$ cat src/rtl/datamem_arbiter_if.sv
// datamem_arbiter_if: requester handshakes and data-memory port of datamem_arbiter.
interface datamem_arbiter_if #(
  parameter int ADDR_W = 64,
  parameter int DATA_W = 64
);
  logic req0, req1, we0, we1;
  logic [ADDR_W-1:0] addr0, addr1, mem_addr;
  logic [DATA_W-1:0] wdata0, wdata1, rdata, mem_wdata, mem_rdata;
  logic [3:0] size0, size1, mem_size;
  logic done0, done1, err0, err1, stall0, mem_re, mem_we;
  modport slave (
    input  req0, req1, we0, we1, addr0, addr1, wdata0, wdata1, size0, size1, mem_rdata,
    output done0, done1, err0, err1, rdata, stall0, mem_addr, mem_wdata, mem_size, mem_re, mem_we
  );
  modport master (
    output req0, req1, we0, we1, addr0, addr1, wdata0, wdata1, size0, size1, mem_rdata,
    input  done0, done1, err0, err1, rdata, stall0, mem_addr, mem_wdata, mem_size, mem_re, mem_we
  );
endinterface

$ cat src/rtl/datamem_arbiter.sv
// datamem_arbiter: round-robin sharing of the data memory port between the CPU (0) and loader (1).
// Define DATAMEM_ARB_CONFLICT_CNT_EN to add the saturating conflict_cnt output.
module datamem_arbiter #(
  parameter int ACCESS_CYCLES = 1,
  parameter int ADDR_W = 64,
  parameter int DATA_W = 64
) (
  input logic clk,
  input logic rst,
  datamem_arbiter_if.slave bus
`ifdef DATAMEM_ARB_CONFLICT_CNT_EN
  ,
  output logic [15:0] conflict_cnt
`endif
);
  typedef enum logic [1:0] {IDLE, BUSY, DONE} state_t;
  localparam logic [3:0] CYC_INIT = 4'(ACCESS_CYCLES - 1);
  state_t state_q, state_d;
  logic grant_q, grant_d, we_q, we_d, err_q, err_d;
  logic [3:0] cyc_q, cyc_d, size_q, size_d;
  logic [ADDR_W-1:0] addr_q, addr_d, sel_addr;
  logic [DATA_W-1:0] wdata_q, wdata_d, rdata_q, rdata_d;
  logic [3:0] sel_size;
  logic any_req, both_req, win, bad, done0, done1;
  assign any_req = bus.req0 | bus.req1;
  assign both_req = bus.req0 & bus.req1;
  assign win = both_req ? ~grant_q : bus.req1;
  assign sel_addr = win ? bus.addr1 : bus.addr0;
  assign sel_size = win ? bus.size1 : bus.size0;
  // Legal sizes are powers of two, so alignment reduces to a mask on the low address bits.
  assign bad = !(sel_size inside {4'd1, 4'd2, 4'd4, 4'd8}) || |(sel_addr[3:0] & (sel_size - 4'd1));
  always_comb begin
    state_d = state_q;
    grant_d = grant_q;
    we_d = we_q;
    err_d = err_q;
    cyc_d = cyc_q;
    size_d = size_q;
    addr_d = addr_q;
    wdata_d = wdata_q;
    rdata_d = rdata_q;
    unique case (state_q)
      IDLE: if (any_req) begin
        grant_d = win;
        we_d = win ? bus.we1 : bus.we0;
        addr_d = sel_addr;
        size_d = sel_size;
        wdata_d = win ? bus.wdata1 : bus.wdata0;
        cyc_d = CYC_INIT;
        err_d = bad;
        state_d = bad ? DONE : BUSY;
      end
      BUSY: if (cyc_q == 4'd0) begin
        state_d = DONE;
        rdata_d = we_q ? rdata_q : bus.mem_rdata;
      end else begin
        cyc_d = cyc_q - 4'd1;
      end
      DONE: state_d = IDLE;
      default: state_d = IDLE;
    endcase
  end
  always_ff @(posedge clk or negedge rst) begin
    if (!rst) begin
      state_q <= IDLE;
      grant_q <= 1'b1;
      we_q <= 1'b0;
      err_q <= 1'b0;
      cyc_q <= '0;
      size_q <= '0;
      addr_q <= '0;
      wdata_q <= '0;
      rdata_q <= '0;
    end else begin
      state_q <= state_d;
      grant_q <= grant_d;
      we_q <= we_d;
      err_q <= err_d;
      cyc_q <= cyc_d;
      size_q <= size_d;
      addr_q <= addr_d;
      wdata_q <= wdata_d;
      rdata_q <= rdata_d;
    end
  end
  assign done0 = state_q == DONE && !grant_q;
  assign done1 = state_q == DONE && grant_q;
  assign bus.done0 = done0;
  assign bus.done1 = done1;
  assign bus.err0 = done0 && err_q;
  assign bus.err1 = done1 && err_q;
  assign bus.rdata = rdata_q;
  assign bus.stall0 = bus.req0 & ~done0;
  assign bus.mem_addr = addr_q;
  assign bus.mem_wdata = wdata_q;
  assign bus.mem_size = size_q;
  assign bus.mem_re = state_q == BUSY && !we_q;
  assign bus.mem_we = state_q == BUSY && we_q && cyc_q == 4'd0;
`ifdef DATAMEM_ARB_CONFLICT_CNT_EN
  logic [15:0] conflict_cnt_q, conflict_cnt_d;
  always_comb begin
    conflict_cnt_d = (state_q == IDLE && both_req && conflict_cnt_q != 16'hFFFF) ? conflict_cnt_q + 16'd1 : conflict_cnt_q;
  end
  always_ff @(posedge clk or negedge rst) begin
    if (!rst) conflict_cnt_q <= '0;
    else conflict_cnt_q <= conflict_cnt_d;
  end
  assign conflict_cnt = conflict_cnt_q;
`endif
endmodule
$ cat src/flat_wrapper.sv
// flat-port wrapper written by rule: the top's interface ports become plain ports
module datamem_arbiter_flat 
#(
  parameter int ACCESS_CYCLES = 1,
  parameter int ADDR_W = 64,
  parameter int DATA_W = 64
)
  (clk, rst, bus_req0, bus_req1, bus_we0, bus_we1, bus_addr0, bus_addr1, bus_wdata0, bus_wdata1, bus_size0, bus_size1, bus_mem_rdata, bus_done0, bus_done1, bus_err0, bus_err1, bus_rdata, bus_stall0, bus_mem_addr, bus_mem_wdata, bus_mem_size, bus_mem_re, bus_mem_we);
  datamem_arbiter_if #(.ADDR_W(ADDR_W), .DATA_W(DATA_W)) bus_i ();
  input logic clk;
  input logic rst;
  input wire logic [$bits(bus_i.req0)-1:0] bus_req0;
  input wire logic [$bits(bus_i.req1)-1:0] bus_req1;
  input wire logic [$bits(bus_i.we0)-1:0] bus_we0;
  input wire logic [$bits(bus_i.we1)-1:0] bus_we1;
  input wire logic [$bits(bus_i.addr0)-1:0] bus_addr0;
  input wire logic [$bits(bus_i.addr1)-1:0] bus_addr1;
  input wire logic [$bits(bus_i.wdata0)-1:0] bus_wdata0;
  input wire logic [$bits(bus_i.wdata1)-1:0] bus_wdata1;
  input wire logic [$bits(bus_i.size0)-1:0] bus_size0;
  input wire logic [$bits(bus_i.size1)-1:0] bus_size1;
  input wire logic [$bits(bus_i.mem_rdata)-1:0] bus_mem_rdata;
  output wire logic [$bits(bus_i.done0)-1:0] bus_done0;
  output wire logic [$bits(bus_i.done1)-1:0] bus_done1;
  output wire logic [$bits(bus_i.err0)-1:0] bus_err0;
  output wire logic [$bits(bus_i.err1)-1:0] bus_err1;
  output wire logic [$bits(bus_i.rdata)-1:0] bus_rdata;
  output wire logic [$bits(bus_i.stall0)-1:0] bus_stall0;
  output wire logic [$bits(bus_i.mem_addr)-1:0] bus_mem_addr;
  output wire logic [$bits(bus_i.mem_wdata)-1:0] bus_mem_wdata;
  output wire logic [$bits(bus_i.mem_size)-1:0] bus_mem_size;
  output wire logic [$bits(bus_i.mem_re)-1:0] bus_mem_re;
  output wire logic [$bits(bus_i.mem_we)-1:0] bus_mem_we;
  assign bus_i.req0 = bus_req0;
  assign bus_i.req1 = bus_req1;
  assign bus_i.we0 = bus_we0;
  assign bus_i.we1 = bus_we1;
  assign bus_i.addr0 = bus_addr0;
  assign bus_i.addr1 = bus_addr1;
  assign bus_i.wdata0 = bus_wdata0;
  assign bus_i.wdata1 = bus_wdata1;
  assign bus_i.size0 = bus_size0;
  assign bus_i.size1 = bus_size1;
  assign bus_i.mem_rdata = bus_mem_rdata;
  assign bus_done0 = bus_i.done0;
  assign bus_done1 = bus_i.done1;
  assign bus_err0 = bus_i.err0;
  assign bus_err1 = bus_i.err1;
  assign bus_rdata = bus_i.rdata;
  assign bus_stall0 = bus_i.stall0;
  assign bus_mem_addr = bus_i.mem_addr;
  assign bus_mem_wdata = bus_i.mem_wdata;
  assign bus_mem_size = bus_i.mem_size;
  assign bus_mem_re = bus_i.mem_re;
  assign bus_mem_we = bus_i.mem_we;
  datamem_arbiter #(.ACCESS_CYCLES(ACCESS_CYCLES), .ADDR_W(ADDR_W), .DATA_W(DATA_W)) u_core (.clk(clk), .rst(rst), .bus(bus_i));
endmodule
$ cat config.mk
export PLATFORM = sky130hd
export DESIGN_NAME = datamem_arbiter_flat
export DESIGN_NICKNAME = d
export VERILOG_FILES = /design/src/rtl/datamem_arbiter_if.sv /design/src/rtl/datamem_arbiter.sv /design/src/flat_wrapper.sv
export SDC_FILE = /design/constraint.sdc
export NUM_CORES = 1
export LEC_CHECK = 0
export BUFFER_PORTS_ARGS = -buffer_cell sky130_fd_sc_hd__buf_2
export CAP_MARGIN = 25
export CORE_AREA = 2 2 209 211
export CTS_BUF_LIST = sky130_fd_sc_hd__clkbuf_2
export DETAILED_ROUTE_END_ITERATION = 10
export DIE_AREA = 0 0 211 213
export SETUP_SLACK_MARGIN = 0.1
export SYNTH_ARGS = -nofsm -noshare
export SYNTH_HDL_FRONTEND = slang
export SYNTH_SLANG_ARGS = --single-unit
$ cat constraint.sdc
create_clock -name clk -period 2.15 [get_ports clk]
set_clock_uncertainty 0.1 [all_clocks]
set_input_delay 0.1075 -clock clk [delete_from_list [all_inputs] [get_ports clk]]
set_output_delay 0.1075 -clock clk [all_outputs]
set_load 0.05 [all_outputs]
==> summary.txt, run 1 <==
Status
  – Status: aborted with a tool error
  – Halt Stage: clock tree synthesis
  – Run Error: [ERROR RSZ-0060] Max buffer count reached.

Logic synthesis
  – Top cells by area, synth: dfrtp_1 (56%), nand2_1 (11%), a31oi_1 (9.0%), nor2_1 (5.8%), mux2_2 (5.6%)
  – Post-Synth Adder-Cell Area: 0.00690
  – Asr flop ratio synth: 1.00
  – Synth Area in XOR/XNOR: 0.00193
  – Warning count from the yosys run: 0
  – Synth Instances: around 930
  – Most frequent cell after synthesis: nand2_1
  – Top cell type by total area after synthesis: dfrtp_1
  – #FFs+latches synth: between 200 and 250
  – Syn Nets: ~1300
  – Average cell area after synthesis: between 9 and 10 um2
  – Predominant post-synthesis flop cell: dfrtp_1
  – Mux cell area share after synthesis: 0.0850
  – Post-synth top cells: nand2_1 (265), dfrtp_1 (204), nor2_1 (141), a31oi_1 (131), buf_2 (48)
  – Post-synth EDFFs: 0
  – Sequential fraction of the synthesis area: 0.566
  – Simple-gate share of the synthesized area: 0.188
  – Post-synth top area share: 0.563
  – Main combinational cell family by area after synthesis: simple AND/OR/NAND/NOR gates
  – Synth Area in Compound Gates: 0.108
  – Post-synthesis cell type count: 43
  – Syn Std Cell Area: 9070 um2

Floorplanning
  – Chip width: ~210 um
  – Row count: 76
  – Vert. Die Dim: 213 um
  – Starting density of the core: 0.212
  – I/O pin total: about 540

CTS
  – Gates resized, CTS repair: between 50 and 60
  – Sink Count: approximately 210
  – Clk root buf: clkbuf_2
  – H-tree levels: 2
  – Hold_buf cts: 422
  – Num CTS Buffers: between 50 and 60
  – Clock Path Buffers: 3
  – Post-CTS setup buffer count: 14

Placement
  – # port buffers: 536
  – Dpl cells: a little under 2000
  – GP Congestion: between 0.8 and 0.9
  – HPWL Detailed: about 24 mm
## kinds of logic after synthesis
logic type | count (synthesis)
adder cells (fa/ha/maj) | 5
flip-flops | 205
XOR/XNOR | 2
multiplexers | 69
AND/OR/NAND/NOR | 429
AO/OA/AOI/OAI | 153
buffers and inverters | 70
## stage by stage
stage               setup WS (ps)  area (um2)  TNS, ps
floorplan                   -52.4        9100    -60.1
detailed placement          -39.3       12500    -55.8
global placement            -17.4       12500    -17.4
==> run 2, diff against run 1 <==
--- a/config.mk
+++ b/config.mk
@@ -7,11 +7,10 @@
 export LEC_CHECK = 0
 export BUFFER_PORTS_ARGS = -buffer_cell sky130_fd_sc_hd__buf_2
 export CAP_MARGIN = 25
-export CORE_AREA = 2 2 209 211
-export CTS_BUF_LIST = sky130_fd_sc_hd__clkbuf_2
+export CORE_AREA = 2 2 206 208
 export DETAILED_ROUTE_END_ITERATION = 10
-export DIE_AREA = 0 0 211 213
-export SETUP_SLACK_MARGIN = 0.1
+export DIE_AREA = 0 0 208 210
+export PLACE_DENSITY_LB_ADDON = 0.15
 export SYNTH_ARGS = -nofsm -noshare
 export SYNTH_HDL_FRONTEND = slang
 export SYNTH_SLANG_ARGS = --single-unit
==> constraint.sdc (replaced) <==
create_clock -name clk -period 2.79 [get_ports clk]
set_clock_uncertainty 0.1 [all_clocks]
set_input_delay 0.1395 -clock clk [delete_from_list [all_inputs] [get_ports clk]]
set_output_delay 0.1395 -clock clk [all_outputs]
set_load 0.05 [all_outputs]
==> run 2 against run 1 <==
Net effect:
- the flow now finishes without violations
- synthesized cell count did not move
- area after synthesis unchanged
==> summary.txt, run 2 <==
Route
  – WL per Instance: between 15 and 20 um
  – Final WL: ~36 mm
  – ANT nets after route: 0
  – DRC: 0
  – DRT Pass-1 Iters: 6
  – Iteration-0 DRC Markers: ~450
  – Via count: ~10000
  – Drt via density: around 4.2

Pwr
  – Sw frac: 0.483
  – Peak supply drop: 537 uV
  – Sequential share of power: 0.250
  – Clk pwr share: 0.175
  – Net Switching: a little under 0.01 W
  – Cell Pwr Density: 1220 nW/um2
  – Comb power frac: 0.574
  – P_leak: 8.08 nW
  – Int Power: 0.0105 W

Finish
  – Core Util, Final: 0.402
  – Nets: around 2100
  – Layout cells sized above 1: 0.365
  – Layout area overhead: 84.1%
  – Most common cell after layout, fill and taps aside: buf_2
  – Most used cells in the layout excluding fill and tap cells: buf_2 (535), dlygate4sd3_1 (337), nand2_1 (265), dfrtp_1 (204), nor2_1 (141)
  – Finished Cell Area: 16700 um2

Global route
  – Vias in the first global route: a little over 10000
  – Maximum number of pins on one net before global-route repair: 90
  – First-pass GRT wire length: 56.5 mm
  – Total gr overflow: 0
  – Initial antenna violation count: 4
  – Total GRT Usage: 0.159

Logic synthesis
  – Warning count from the yosys run: 0 (unchanged)
  – Syn Std Cell Area: 9070 um2 (unchanged)
  – Predominant post-synthesis flop cell: dfrtp_1
  – Average cell area after synthesis: 9.72 um2 (unchanged)
  – Top cells by area, synth: dfrtp_1 (56%), nand2_1 (11%), a31oi_1 (9.0%), nor2_1 (5.8%), mux2_2 (5.6%)
  – #FFs+latches synth: 205 (unchanged)
  – Asr flop ratio synth: 1.00 (unchanged)
  – Post-synth top area share: 0.563 (unchanged)
  – Sequential fraction of the synthesis area: 0.566 (unchanged)
  – Most frequent cell after synthesis: nand2_1
  – Syn Nets: 1272 (unchanged)
  – Post-synth EDFFs: 0 (unchanged)
  – Top cell type by total area after synthesis: dfrtp_1
  – Post-synthesis cell type count: 43 (unchanged)
  – Synth Instances: 933 (unchanged)
  – Post-synth top cells: nand2_1 (265), dfrtp_1 (204), nor2_1 (141), a31oi_1 (131), buf_2 (48)

Timing
  – Setup violators final: 0
  – Post-route setup TNS: 0 ps
  – Crit share post-route: 0.949
  – Final Critical Period: ~2600 ps
  – Headroom to the max-slew limit: 0.533
  – Tightest Pin Transition: 701 ps
  – Hold Vio Cnt, Final: 0
  – Fmax: 0.378 GHz
  – RSZ-0062 raised after global routing: false
  – Final Slew Violations: 0

Setup path
  – Slowest-stage cell, CP: dlygate4sd3_1
  – Startpoint type of the worst setup path: flip-flop
  – Max stage delay on crit path: between 600 and 700 ps
  – Critical Path RT: between 3000 and 4000 ps
  – Critical Path End Type: flip-flop
  – Cells along the critical path: a21bo_4 -> mux2i_1 -> dlygate4sd3_1 -> o21ai_0 -> dlygate4sd3_1
  – CP arrival: roughly 3000 ps
  – Crit path top cell by count: dlygate4sd3_1
  – Critical path fanouts, max: 6
  – CP Class: reg2reg

Placement
  – # port buffers: 536 (unchanged)
  – GP Congestion: 0.787 (-11%)
  – HPWL Detailed: 24.9 mm (+2.7%)
  – Dpl cell area: 12400 um2 (-1.3%)

CTS
  – Num CTS Buffers: 26 (-54%)
  – Clk root buf: clkbuf_16
  – Sink Count: 205 (unchanged)
  – H-tree levels: 1 (-1)
  – CTS tree: done
  – Worst-path clk slew: 60 ps
  – Clock Latency Late Sink: 540 ps
  – Post-CTS setup buffer count: 0 (-14)
  – Clock Path Buffers: 3 (unchanged)

Flow run
  – Max Cap Viol: 0

Floorplanning
  – Core area: slightly above 40000 um2
  – Row count: 75 (-1.3%)
  – Chip width: 208 um (-1.4%)
  – Die ar.: 43700 um2
  – Starting density of the core: 0.219 (+0.00624)
  – I/O pin total: 537 (unchanged)
  – Vert. Die Dim: 210 um (-1.4%)

Status
  – Status: complete, no violations

Min path
  – Hold WC Path Type: in2async
-- run 2: cell counts after synthesis --
Identical to the previous run, type by type.
-- run 2: power by group through the flow --
| stage | registers [W] | logic, W | clock network, W |
|---|---|---|---|
| finish | 0.00510 | 0.0117 | 0.00357 |
| global route | 0.00530 | 0.0124 | 0.00384 |
| CTS | 0.00511 | 0.0117 | 0.00371 |
| detailed placement | 0.00514 | 0.00987 | 0 |
| global placement | 0.00512 | 0.00986 | 0 |
| floorplan | 0.00984 | 0.00243 | 0 |
-- run 2: critical path, delay by kind of cell, from the launching register on --
kind,cells,cell delay [ps]
compound gates,2,280
buf+inv,2,1190
flops,1,610
mux,1,350
-- run 2: cells by family after synthesis --
logic type | synth area share
DFF | 0.566
and+or+nand+nor | 0.188
buffers and inverters | 0.0443
muxes | 0.0850
adders and majority gates | 0.00690
AOI/OAI and AO/OA | 0.108
xor gates and xnor gates | 0.00193
-- run 2: repair_timing --
| action | 4_1_cts | 5_1_grt |
|---|---|---|
| gates resized for setup | 0 | 1 |
| hold buffers | 337 | 0 |
| endpoints found under the hold margin | 361 | 0 |
| endpoints found under the setup margin | 0 | 1 |
-- run 2: area by class of cell --
cell class                      instances  area [um2]
Clock inverter                          8         129
Clock buffer                           39         790
Antenna cell                            4        10.0
Tap cell                              539         674
Multi-Input combinational cell        658        3560
Inverter                                6        22.5
Sequential cell                       205        5130
Timing Repair Buffer                  897        6370
Fill cell                            4247       24800
-- run 2: routing by layer --
metal	routed length, um	GRT usage	part of all wire
met5	0	0	0
met4	1240	0.0553	0.034
met3	2250	0.0359	0.062
met2	17800	0.276	0.49
met1	15000	0.195	0.41
-- run 2: final timing paths --
kind	startpoint	to	slack (ps)	depth (start not counted)
setup / recovery	u_core.grant_q$_DFFE_PN1P_	u_core.bus.mem_size[1]$_DFFE_PN0P_	140	5
hold / removal	rst	u_core.bus.rdata[0]$_DFFE_PN0P_	50	2
setup reg to reg	u_core.grant_q$_DFFE_PN1P_	u_core.bus.mem_size[1]$_DFFE_PN0P_	140	5
hold reg to reg	u_core.bus.rdata[45]$_DFFE_PN0P_	u_core.bus.rdata[45]$_DFFE_PN0P_	380	1
max in group asynchronous	rst	u_core.bus.rdata[39]$_DFFE_PN0P_	1750	3
min in group clk	bus_size1[2]	u_core.err_q$_DFFE_PN0P_	50	5
-- run 2: per-stage QoR --
step	hold WS, ps	worst slack (ps)	instances	total power, W
5_1_grt	75.6	24.4	2356	0.0215
3_3_place_gp	84.9	325	1968	0.0150
4_1_cts	22.8	79.2	2352	0.0205
3_5_place_dp	77.1	266	1968	0.0150
2_1_floorplan	-256	282	933	0.0123
6_report	45.8	144	2356	0.0204
No activity file was read; power rests on OpenSTA's default activity.
